==> config.mk <==
export PLATFORM = sky130hd
export DESIGN_NAME = fme_window_feeder_flat
export DESIGN_NICKNAME = d
export VERILOG_FILES = /design/src/rtl/fme_window_feeder_pkg.sv /design/src/rtl/fme_window_feeder_if.sv /design/src/rtl/fme_window_feeder_tap_line.sv /design/src/rtl/fme_window_feeder.sv /design/src/flat_wrapper.sv
export SDC_FILE = /design/constraint.sdc
export NUM_CORES = 1
export LEC_CHECK = 0
export CORE_MARGIN = 3
export CORE_UTILIZATION = 40
export CTS_CLUSTER_DIAMETER = 100
export DETAILED_ROUTE_END_ITERATION = 16
export PLACE_DENSITY = 0.76
export SKIP_CTS_REPAIR_TIMING = 1
export SYNTH_ARGS = -nofsm -noshare
export SYNTH_HDL_FRONTEND = slang
export SYNTH_SLANG_ARGS = --single-unit
==> constraint.sdc <==
create_clock -name clk -period 1.85 [get_ports clk]
set_input_delay 0.185 -clock clk [delete_from_list [all_inputs] [get_ports clk]]
set_output_delay 0.185 -clock clk [all_outputs]
set_load 0.05 [all_outputs]
==> src/rtl/fme_window_feeder_pkg.sv <==
// Shared constants and sample type for the FME window feeder and the
// interpolation arithmetic it feeds.
package fme_pkg;

  localparam int FME_TAPS = 16;
  localparam int FME_DW   = 8;

  // Window samples carry 8 bits of headroom so the filter math can stay signed.
  function automatic int fme_sw(input int dw);
    return dw + 8;
  endfunction

  typedef logic signed [fme_sw(FME_DW)-1:0] fme_sample_t;

endpackage

==> src/rtl/fme_window_feeder_if.sv <==
// Pixel-in / window-out handshake bundle of the FME window feeder.
// The slave modport is the feeder itself; the master modport is its environment.
interface fme_window_feeder_if
  import fme_pkg::*;
#(
  parameter int DATAWIDTH = 8,
  parameter int ROW_LEN   = 64
);
  localparam int SW = fme_sw(DATAWIDTH);
  localparam int CW = $clog2(ROW_LEN);

  logic                   in_valid;
  logic                   in_ready;
  logic [DATAWIDTH-1:0]   in_data;
  logic                   in_last;
  logic                   win_valid;
  logic                   win_ready;
  logic [FME_TAPS*SW-1:0] win_data;
  logic [CW-1:0]          win_col;
  logic                   win_last;
  logic                   row_err;

  modport slave (
    input  in_valid, in_data, in_last, win_ready,
    output in_ready, win_valid, win_data, win_col, win_last, row_err
  );

  modport master (
    output in_valid, in_data, in_last, win_ready,
    input  in_ready, win_valid, win_data, win_col, win_last, row_err
  );

endinterface

==> src/rtl/fme_window_feeder_tap_line.sv <==
// Sliding 16-tap line; o_taps is the window that results from shifting i_din in
// at A15, with A0 (oldest) in the low slice.
module fme_tap_line
  import fme_pkg::*;
#(
  parameter int SW = 16
) (
  input  logic                   clk,
  input  logic                   rst_n,
  input  logic                   i_en,
  input  logic                   i_zero,
  input  logic [SW-1:0]          i_din,
  output logic [FME_TAPS*SW-1:0] o_taps
);

  localparam int HW = (FME_TAPS - 1) * SW;

  // The window is formed from the post-shift contents, so the sample that would
  // sit in A0 before a shift is always discarded; only 15 history taps are held.
  logic [HW-1:0]          r_hist;
  logic [FME_TAPS*SW-1:0] w_taps;

  assign w_taps = {i_din, r_hist};
  assign o_taps = w_taps;

  always_ff @(posedge clk or negedge rst_n) begin
    if (!rst_n) begin
      r_hist <= '0;
    end else if (i_zero) begin
      r_hist <= '0;
    end else if (i_en) begin
      r_hist <= w_taps[FME_TAPS*SW-1:SW];
    end
  end

endmodule

==> src/rtl/fme_window_feeder.sv <==
// Streams pixels into a 16-sample sliding row window and presents one window per
// accepted pixel once 16 pixels of the current row have arrived.
module fme_window_feeder
  import fme_pkg::*;
#(
  parameter int DATAWIDTH = 8,
  parameter int ROW_LEN   = 64
) (
  input  logic                clk,
  input  logic                rst_n,
  input  logic                clear,
  fme_window_feeder_if.slave  bus
);

  localparam int SW = fme_sw(DATAWIDTH);
  localparam int WW = FME_TAPS * SW;
  localparam int CW = $clog2(ROW_LEN);
  localparam logic [CW-1:0] COL_MAX  = CW'(ROW_LEN - 1);
  localparam logic [CW-1:0] COL_FULL = CW'(FME_TAPS - 1);

  logic [CW-1:0] r_col;
  logic          r_win_valid;
  logic [WW-1:0] r_win_data;
  logic [CW-1:0] r_win_col;
  logic          r_win_last;
  logic          r_row_err;

  logic          w_in_ready;
  logic          w_accept;
  logic          w_col_end;
  logic          w_eor;
  logic          w_emit;
  logic          w_err;
  logic [SW-1:0] w_din;
  logic [WW-1:0] w_window;

  assign w_in_ready = !r_win_valid || bus.win_ready;
  assign w_accept   = bus.in_valid && w_in_ready && !clear;
  assign w_col_end  = (r_col == COL_MAX);
  assign w_eor      = w_col_end || bus.in_last;
  assign w_emit     = w_accept && (r_col >= COL_FULL);
  assign w_err      = w_accept && (bus.in_last != w_col_end);
  assign w_din      = {8'd0, bus.in_data};

  // End of row zeroes the line on the same edge the last window is captured.
  fme_tap_line #(.SW(SW)) u_tap_line (
    .clk    (clk),
    .rst_n  (rst_n),
    .i_en   (w_accept),
    .i_zero (clear || (w_accept && w_eor)),
    .i_din  (w_din),
    .o_taps (w_window)
  );

  always_ff @(posedge clk or negedge rst_n) begin
    if (!rst_n) begin
      r_col <= '0;
    end else if (clear) begin
      r_col <= '0;
    end else if (w_accept) begin
      r_col <= w_eor ? '0 : r_col + CW'(1);
    end
  end

  always_ff @(posedge clk or negedge rst_n) begin
    if (!rst_n) begin
      r_win_valid <= 1'b0;
      r_win_data  <= '0;
      r_win_col   <= '0;
      r_win_last  <= 1'b0;
      r_row_err   <= 1'b0;
    end else if (clear) begin
      r_win_valid <= 1'b0;
      r_win_data  <= '0;
      r_win_col   <= '0;
      r_win_last  <= 1'b0;
      r_row_err   <= 1'b0;
    end else begin
      r_row_err <= w_err;
      if (w_emit) begin
        r_win_valid <= 1'b1;
        r_win_data  <= w_window;
        r_win_col   <= r_col - COL_FULL;
        r_win_last  <= w_eor;
      end else if (bus.win_ready) begin
        r_win_valid <= 1'b0;
      end
    end
  end

  assign bus.in_ready  = w_in_ready;
  assign bus.win_valid = r_win_valid;
  assign bus.win_data  = r_win_data;
  assign bus.win_col   = r_win_col;
  assign bus.win_last  = r_win_last;
  assign bus.row_err   = r_row_err;

endmodule

==> src/flat_wrapper.sv <==
// flat-port wrapper written by rule: the top's interface ports become plain ports
module fme_window_feeder_flat import fme_pkg::*;
#(
  parameter int DATAWIDTH = 8,
  parameter int ROW_LEN   = 64
)
  (clk, rst_n, clear, bus_in_valid, bus_in_data, bus_in_last, bus_win_ready, bus_in_ready, bus_win_valid, bus_win_data, bus_win_col, bus_win_last, bus_row_err);
  fme_window_feeder_if #(.DATAWIDTH(DATAWIDTH), .ROW_LEN(ROW_LEN)) bus_i ();
  input  logic clk;
  input  logic rst_n;
  input  logic clear;
  input wire logic [$bits(bus_i.in_valid)-1:0] bus_in_valid;
  input wire logic [$bits(bus_i.in_data)-1:0] bus_in_data;
  input wire logic [$bits(bus_i.in_last)-1:0] bus_in_last;
  input wire logic [$bits(bus_i.win_ready)-1:0] bus_win_ready;
  output wire logic [$bits(bus_i.in_ready)-1:0] bus_in_ready;
  output wire logic [$bits(bus_i.win_valid)-1:0] bus_win_valid;
  output wire logic [$bits(bus_i.win_data)-1:0] bus_win_data;
  output wire logic [$bits(bus_i.win_col)-1:0] bus_win_col;
  output wire logic [$bits(bus_i.win_last)-1:0] bus_win_last;
  output wire logic [$bits(bus_i.row_err)-1:0] bus_row_err;
  assign bus_i.in_valid = bus_in_valid;
  assign bus_i.in_data = bus_in_data;
  assign bus_i.in_last = bus_in_last;
  assign bus_i.win_ready = bus_win_ready;
  assign bus_in_ready = bus_i.in_ready;
  assign bus_win_valid = bus_i.win_valid;
  assign bus_win_data = bus_i.win_data;
  assign bus_win_col = bus_i.win_col;
  assign bus_win_last = bus_i.win_last;
  assign bus_row_err = bus_i.row_err;
  fme_window_feeder #(.DATAWIDTH(DATAWIDTH), .ROW_LEN(ROW_LEN)) u_core (.clk(clk), .rst_n(rst_n), .clear(clear), .bus(bus_i));
endmodule
==> results of run 1 <==
==> cells in the mapped netlist <==
cell type and instances:
a22o_1 123, a21oi_2 1, nand3_2 1, conb_1 1, buf_6 9, nor3b_2 1
a211oi_1 2, nand3_1 3, nand2_1 262, ha_1 2, a31oi_1 1, xnor2_1 3
a21oi_1 132, and2_1 1, o221ai_1 1, nand2b_1 3, buf_2 31, a21boi_0 2
clkbuf_1 25, a21o_1 1, o22ai_1 2, nor2b_1 2, nand4_1 2, nor3b_1 1
nor2_1 8, o21ai_0 2, buf_4 138, a311o_1 1, and3_1 2, and4_1 1
nand4b_1 1, inv_1 1, dfrtp_1 263, nor3_1 2
==> flip-flops by register name, summed over array words and instances, names as in the netlist <==
signal	count
u_core.bus.win_valid	1
u_core.bus.win_col	6
u_core.bus.row_err	1
u_core.bus.win_last	1
u_core.bus.win_data	128
u_core.r_col	6
u_core.u_tap_line.r_hist	120
==> metal layers <==
| metal | global-route usage [%] | share of wire (%) | up-vias |
|---|---|---|---|
| met5 | 0 | 0 | - |
| met4 | 4.44 | 2.2 | 0 |
| met3 | 2.61 | 5.4 | 51 |
| met2 | 27.3 | 49 | 250 |
| met1 | 23.8 | 43 | 3858 |
| li1 | - | - | 3573 |
==> kinds of logic after synthesis <==
group	count (synthesis)	synth area share (%)
AOI/OAI and AO/OA	268	16.6
xor gates and xnor gates	3	0.239
adders and majority gates	2	0.227
buffers and inverters	204	12.6
DFF	263	59.8
other	1	0.0341
and+or+nand+nor	290	10.4
==> stage by stage <==
stage / TNS (ps) / instances / area (sq um)
2_1_floorplan: 0 / 1158 / 11500
3_3_place_gp: 0 / 1492 / 12600
3_5_place_dp: -94.5 / 1492 / 12600
4_1_cts: -7160 / 1543 / 13500
5_1_grt: -873 / 1556 / 14100
6_report: 0 / 1556 / 14100
==> worst min-delay path by stage <==
stage                      from                                    to  slack [ps]  depth (start not counted)
final                     clear           u_core.r_col[5]$_DFFE_PN0P_          80                          2
after global routing      clear   u_core.bus.win_data[32]$_DFFE_PN0P_          80                          2
after CTS                 rst_n  u_core.bus.win_data[162]$_DFFE_PN0P_        -420                          1
after global placement    rst_n  u_core.bus.win_data[162]$_DFFE_PN0P_         150                          1
after detailed placement  rst_n  u_core.bus.win_data[162]$_DFFE_PN0P_         150                          1
after floorplan           rst_n          u_core.bus.row_err$_DFF_PN0_        -110                          0
==> cell type report <==
| type | instances | area (sq um) | share of cell area (%) |
|---|---|---|---|
| inverters | 1 | 3.75 | 0.0266 |
| well taps | 341 | 427 | 3.02 |
| clock inverters | 15 | 143 | 1.01 |
| multi-input cells | 691 | 3560 | 25.2 |
| flip-flops and latches | 263 | 6580 | 46.6 |
| clock buffers | 36 | 782 | 5.53 |
| repair buffers | 209 | 2640 | 18.6 |
==> worst reg2reg max path, delay by kind of cell, from the launching register on <==
kind | cells | cell delay [ps]
buffers and inverters | 2 | 390
adders and majority gates | 2 | 350
DFF | 1 | 420
AOI/OAI and AO/OA | 1 | 140
and+or+nand+nor | 3 | 460
==> report_power, final <==
part | total, uW | internal, uW | switching [uW]
logic | 985 | 132 | 853
registers | 5780 | 5760 | 12.2
clock network | 5550 | 3270 | 2280
total | 12300 | 9170 | 3150
==> cell usage in the layout (no fill, tap or decap), drive strengths merged, types with 3 or more instances in the layout <==
cell / count
dfrtp: 263
nand2: 262
a21oi: 133
dlymetal6s2s: 132
conb: 128
a22o: 123
buf: 59
clkbuf: 42
clkdlybuf4s50: 11
nor2: 8
clkinv: 8
nand3: 4
nand2b: 3
xnor2: 3
clkinvlp: 3
inv: 3
==> metrics.md, run 1 <==
| Metric | Value |
|---|---|
| Run status | `completed` |
| Fillers | `2,320` |
| Cts bufs inserted | `28` |
| Critical Path Start | `u_core.r_col[0]$_DFFE_PN0P_` |
| Die height | `172 um` |
| Pre-CTS setup slack | `-20.1 ps` |
| CP cell instances | `ha_4, and3_4, nand3_2, ha_2, nor3b_4, buf_8, buf_6, a22o_1` |
| Row count | `60` |
| Clock sinks | `263` |
| Clock Skew | `13.2 ps` |
| H-tree lvl count | `1` |
| Clk_lat worst skew | `530 ps` |
| DRT antenna net count | `0` |
| Slew headroom | `62.9%` |
| Core area | `27,000 sq um` |
| Post-synth top area share | `59.8%` |
| CP delay by family, top | `simple AND/OR/NAND/NOR gates` |
| CP endpoint | `u_core.u_tap_line.r_hist[33]$_DFFE_PN0P_` |
| Layout Nets | `1,210` |
| Cell taking the most area after synthesis | `dfrtp_1` |
| Initial Util | `40.7%` |
| Top Ports | `280` |
| Die ar. | `29,500 sq um` |
| CTS tree | `done` |
| Proportion of layout cells with a drive suffix above 1 | `9.88%` |
| DRC Markers | `0` |
| Syn Inst Count | `1,031` |
| CP max stage delay | `420 ps` |
| Crit Path Class | `register to register` |
| Initial antenna violation count | `0` |
| Post-synth cell types | `34` |
| Port bufs | `151` |
| Final wirelength | `27,000 um` |
| Largest net degree at the start of global routing | `69` |
| Pwr Density | `871 nW/um^2` |
| RR Startpoint | `u_core.r_col[0]$_DFFE_PN0P_` |
| Warnings, synthesis | `0` |
| Via density | `4.97` |
| CP Capture Type | `register` |
| P_leak | `0.00870 uW` |
| Number of global-route vias before repair | `7,453` |
| Crit path depth | `8` |
| GP Congestion | `0.770` |
| Synth top area cells | `dfrtp_1 (60%), a22o_1 (9.8%), buf_4 (9.4%)` |
| Worst path slowest cell | `dfrtp_1` |
| Antenna Diode Count | `0` |
| Worst-margin pin slew | `556 ps` |
| Reg2reg end | `u_core.u_tap_line.r_hist[33]$_DFFE_PN0P_` |
| Clock root buffer | `clkbuf_16` |
| HPWL Detailed | `17,200 um` |
| Worst min path class | `primary input to register` |
| Reg2reg path depth | `8` |
| Fmax | `551 MHz` |
| RSZ-0062 raised after global routing | `true` |
| Setup WS post-layout | `35.3 ps` |
| Clock slew seen by the registers of the worst setup and hold paths | `60 ps` |
| Die Wd | `172 um` |
| Minimum clock period | `1810 ps` |
| 1st-iter DRT viols | `616` |
| Crit path buffers/inverters | `2` |
| Worst hold margin | `80.7 ps` |
| Reg2reg setup slack | `40 ps` |
| Routed vias | `7,732` |
| Layout area overhead | `28.4%` |
| Average wire per standard cell | `17.4 um` |
| Hold Vio Cnt, Final | `0` |
| Crit Path Max Fanout | `12` |
| Total power | `12,300 uW` |
| Sequential-to-total area share from yosys stat | `59.8%` |
| GRT Resource Usage Total | `16.8%` |
| Drt first pass iters | `4` |
| Clock Path Buffers | `3` |
| Peak supply drop | `653 uV` |
| Crit path DAT | `2280 ps` |
| Final core utilization | `52.3%` |
| Required @ worst endpoint | `2310 ps` |
| Pins Over Slew Limit | `0` |
| First-pass GRT wire length | `40,400 um` |
| Crit start category | `register` |
| Cell area after synthesis | `11,000 sq um` |
| Avg Synthesized Cell Area | `10.7 sq um` |
| GR Overflow Total | `0` |
| Period utilization | `98.1%` |
| Final setup fails | `0` |
| Max cap viols | `0` |
| Number of synthesized register bits | `263` |
Power figures use the tool's default switching activity.
==> run 2: changes to the inputs <==
- CTS_CLUSTER_SIZE: default -> 10
- SKIP_CTS_REPAIR_TIMING: 1 -> default
==> run 2 against run 1 <==
  * Design area decreased by 5.1%
  * Core utilization fell by 2.7 points
  * Clock power decreased by 9.5%
  * Largest cell class unchanged
  * Highest routed layer is now met5
==> metrics.md, run 2 (synthesized netlist as in run 1, its figures left out) <==
| Metric | Value |
|---|---|
| Run status | `completed` |
| Initial Util | `40.7%` |
| Final wirelength | `26,200 um` |
| Total power | `11,800 uW` |
| Clock power share | `42.6%` |
| Peak supply drop | `515 uV` |
| Clock root buffer | `clkbuf_16` |
| Clk_lat worst skew | `530 ps` |
| GRT Resource Usage Total | `16.9%` |
| Hold path cells | `2` |
| CP endpoint | `u_core.u_tap_line.r_hist[114]$_DFFE_PN0P_` |
| Critical Path Start | `u_core.r_col[1]$_DFFE_PN0P_` |
| 1st-iter DRT viols | `599` |
| H-tree lvl count | `1` |
| First-pass GRT wire length | `40,500 um` |
| Period utilization | `97.1%` |
| Seq pwr share | `49.1%` |
| Top Ports | `280` |
| Die height | `172 um` |
| Pins Over Slew Limit | `0` |
| Row count | `60` |
| Required @ worst endpoint | `2260 ps` |
| Fmax | `557 MHz` |
| Core area | `27,000 sq um` |
| Die ar. | `29,500 sq um` |
| Clock sinks | `263` |
| Average wire per standard cell | `17.1 um` |
| Port bufs | `151` |
| Worst hold margin | `71.3 ps` |
| DRC Markers | `0` |
| Combinational share of power | `8.3%` |
| Max cap viols | `0` |
| Die Wd | `172 um` |
| Largest net degree at the start of global routing | `69` |
| Max reg flops | `128` |
| Final core utilization | `49.6%` |
| Internal | `8810 uW` |
| CTS tree | `done` |
| Crit path DAT | `2210 ps` |
| Layout Nets | `1,206` |
| Reg2reg end | `u_core.u_tap_line.r_hist[114]$_DFFE_PN0P_` |
| DRT antenna net count | `0` |
| Post-route setup TNS | `0 ps` |
| Via density | `5.02` |
| Worst path slowest cell | `dfrtp_1` |
| Pwr Density | `879 nW/um^2` |
| Antenna Diode Count | `0` |
| Worst min path class | `primary input to register` |
| Minimum clock period | `1800 ps` |
| Initial antenna violation count | `1` |
| Clock Skew | `8.82 ps` |
| Crit Path Class | `register to register` |
| Routed vias | `7,680` |
| CP cell instances | `ha_4, and3_4, nand3_2, ha_4, nor3b_4, buf_6, clkbuf_16, a22o_1` |
| Layout area overhead | `21.9%` |
| CP most frequent cell | `ha_4` |
| Proportion of layout cells with a drive suffix above 1 | `8.32%` |
| Leading cell types in the layout, fill and taps excluded | `dfrtp_1 (263), nand2_1 (262), a21oi_1 (132), dlygate4sd2_1 (132), conb_1 (128)` |
| Drt first pass iters | `4` |
| Worst-margin pin slew | `531 ps` |
| Crit start category | `register` |
| Crit Path Max Fanout | `14` |
| GP Congestion | `0.770` |
| Reg2reg path depth | `8` |
| Hold Vio Cnt, Final | `0` |
| Cts bufs inserted | `30` |
| P_leak | `0.00675 uW` |
| Number of global-route vias before repair | `7,532` |
| GR Overflow Total | `0` |
| HPWL Detailed | `17,200 um` |
| Slew headroom | `64.8%` |
| Final setup fails | `0` |
| Sw Share | `25.2%` |
| Psw | `2970 uW` |
| Post-Layout Inst Area | `13,400 sq um` |
| Placed Area | `12,600 sq um` |
| CP max stage delay | `390 ps` |
| Commonest non-fill, non-tap cell in the layout | `dfrtp_1` |
| CP Capture Type | `register` |
| Clock slew seen by the registers of the worst setup and hold paths | `60 ps` |
| Reg2reg setup slack | `50 ps` |
| RR Startpoint | `u_core.r_col[1]$_DFFE_PN0P_` |
| Clock Path Buffers | `3` |
-- run 2: cell types whose count changed in the layout (fill, tap and decap cells not counted), moves of 2 or more --
cell | previous run | this run
dlygate4sd2_1 | 0 | 132
clkbuf_8 | 3 | 0
clkbuf_1 | 4 | 0
clkinvlp_4 | 3 | 0
clkinv_2 | 8 | 0
dlymetal6s2s_1 | 132 | 0
buf_12 | 17 | 15
buf_4 | 33 | 28
bufinv_16 | 2 | 0
-- run 2: layout make-up --
class	instances	area, sq um
flip-flops and latches	263	6580
well taps	341	427
inverters	1	3.75
clock buffers	31	776
clock inverters	1	8.76
repair buffers	203	2040
fillers	2465	13600
multi-input cells	691	3570
-- run 2: per-layer routing --
layer	part of all wire (%)	vias up	GRT usage [%]	wire length [um]
met3	5.8	48	3.22	1520
li1	-	3532	-	-
met4	2.0	2	3.92	533
met5	0.050	-	0	13
met1	44	3842	23.4	11500
met2	48	256	27.6	12700
-- run 2: critical path, delay by kind of cell, from the launching register on --
family	cells	cell delay, ps
buffers and inverters	2	330
DFF	1	390
AOI/OAI and AO/OA	1	180
adders and majority gates	2	340
and+or+nand+nor	3	430
-- run 2: per-stage QoR --
stage	setup WS, ps	std cells
6_report	54.5	1531
2_1_floorplan	8.98	1158
4_1_cts	8.79	1525
5_1_grt	-5.09	1531
3_3_place_gp	5.25	1492
3_5_place_dp	-20.1	1492
-- run 2: power by group through the flow --
stage	combinational (uW)	clock, uW	sequential (uW)
after floorplan	917	0	5880
after global placement	953	0	5880
after detailed placement	960	0	5880
after CTS	963	5140	5780
after global routing	1050	5350	5780
final	980	5020	5780
-- run 2: worst min-delay path by stage --
stage	end	from
after CTS	u_core.r_col[5]$_DFFE_PN0P_	clear
final	u_core.r_col[5]$_DFFE_PN0P_	clear
after detailed placement	u_core.bus.win_data[162]$_DFFE_PN0P_	rst_n
after floorplan	u_core.bus.row_err$_DFF_PN0_	rst_n
after global routing	u_core.bus.win_data[4]$_DFFE_PN0P_	clear
after global placement	u_core.bus.win_data[162]$_DFFE_PN0P_	rst_n
-- run 2: timing repair --
item                       in CTS  in global routing
gates resized for setup       132                 16
gates cloned                    0                  5
setup endpoints to repair     132                207
setup buffers                   0                  1
hold buffers                    1                  0
hold endpoints to repair      195                  0
pin swaps                       0                  5
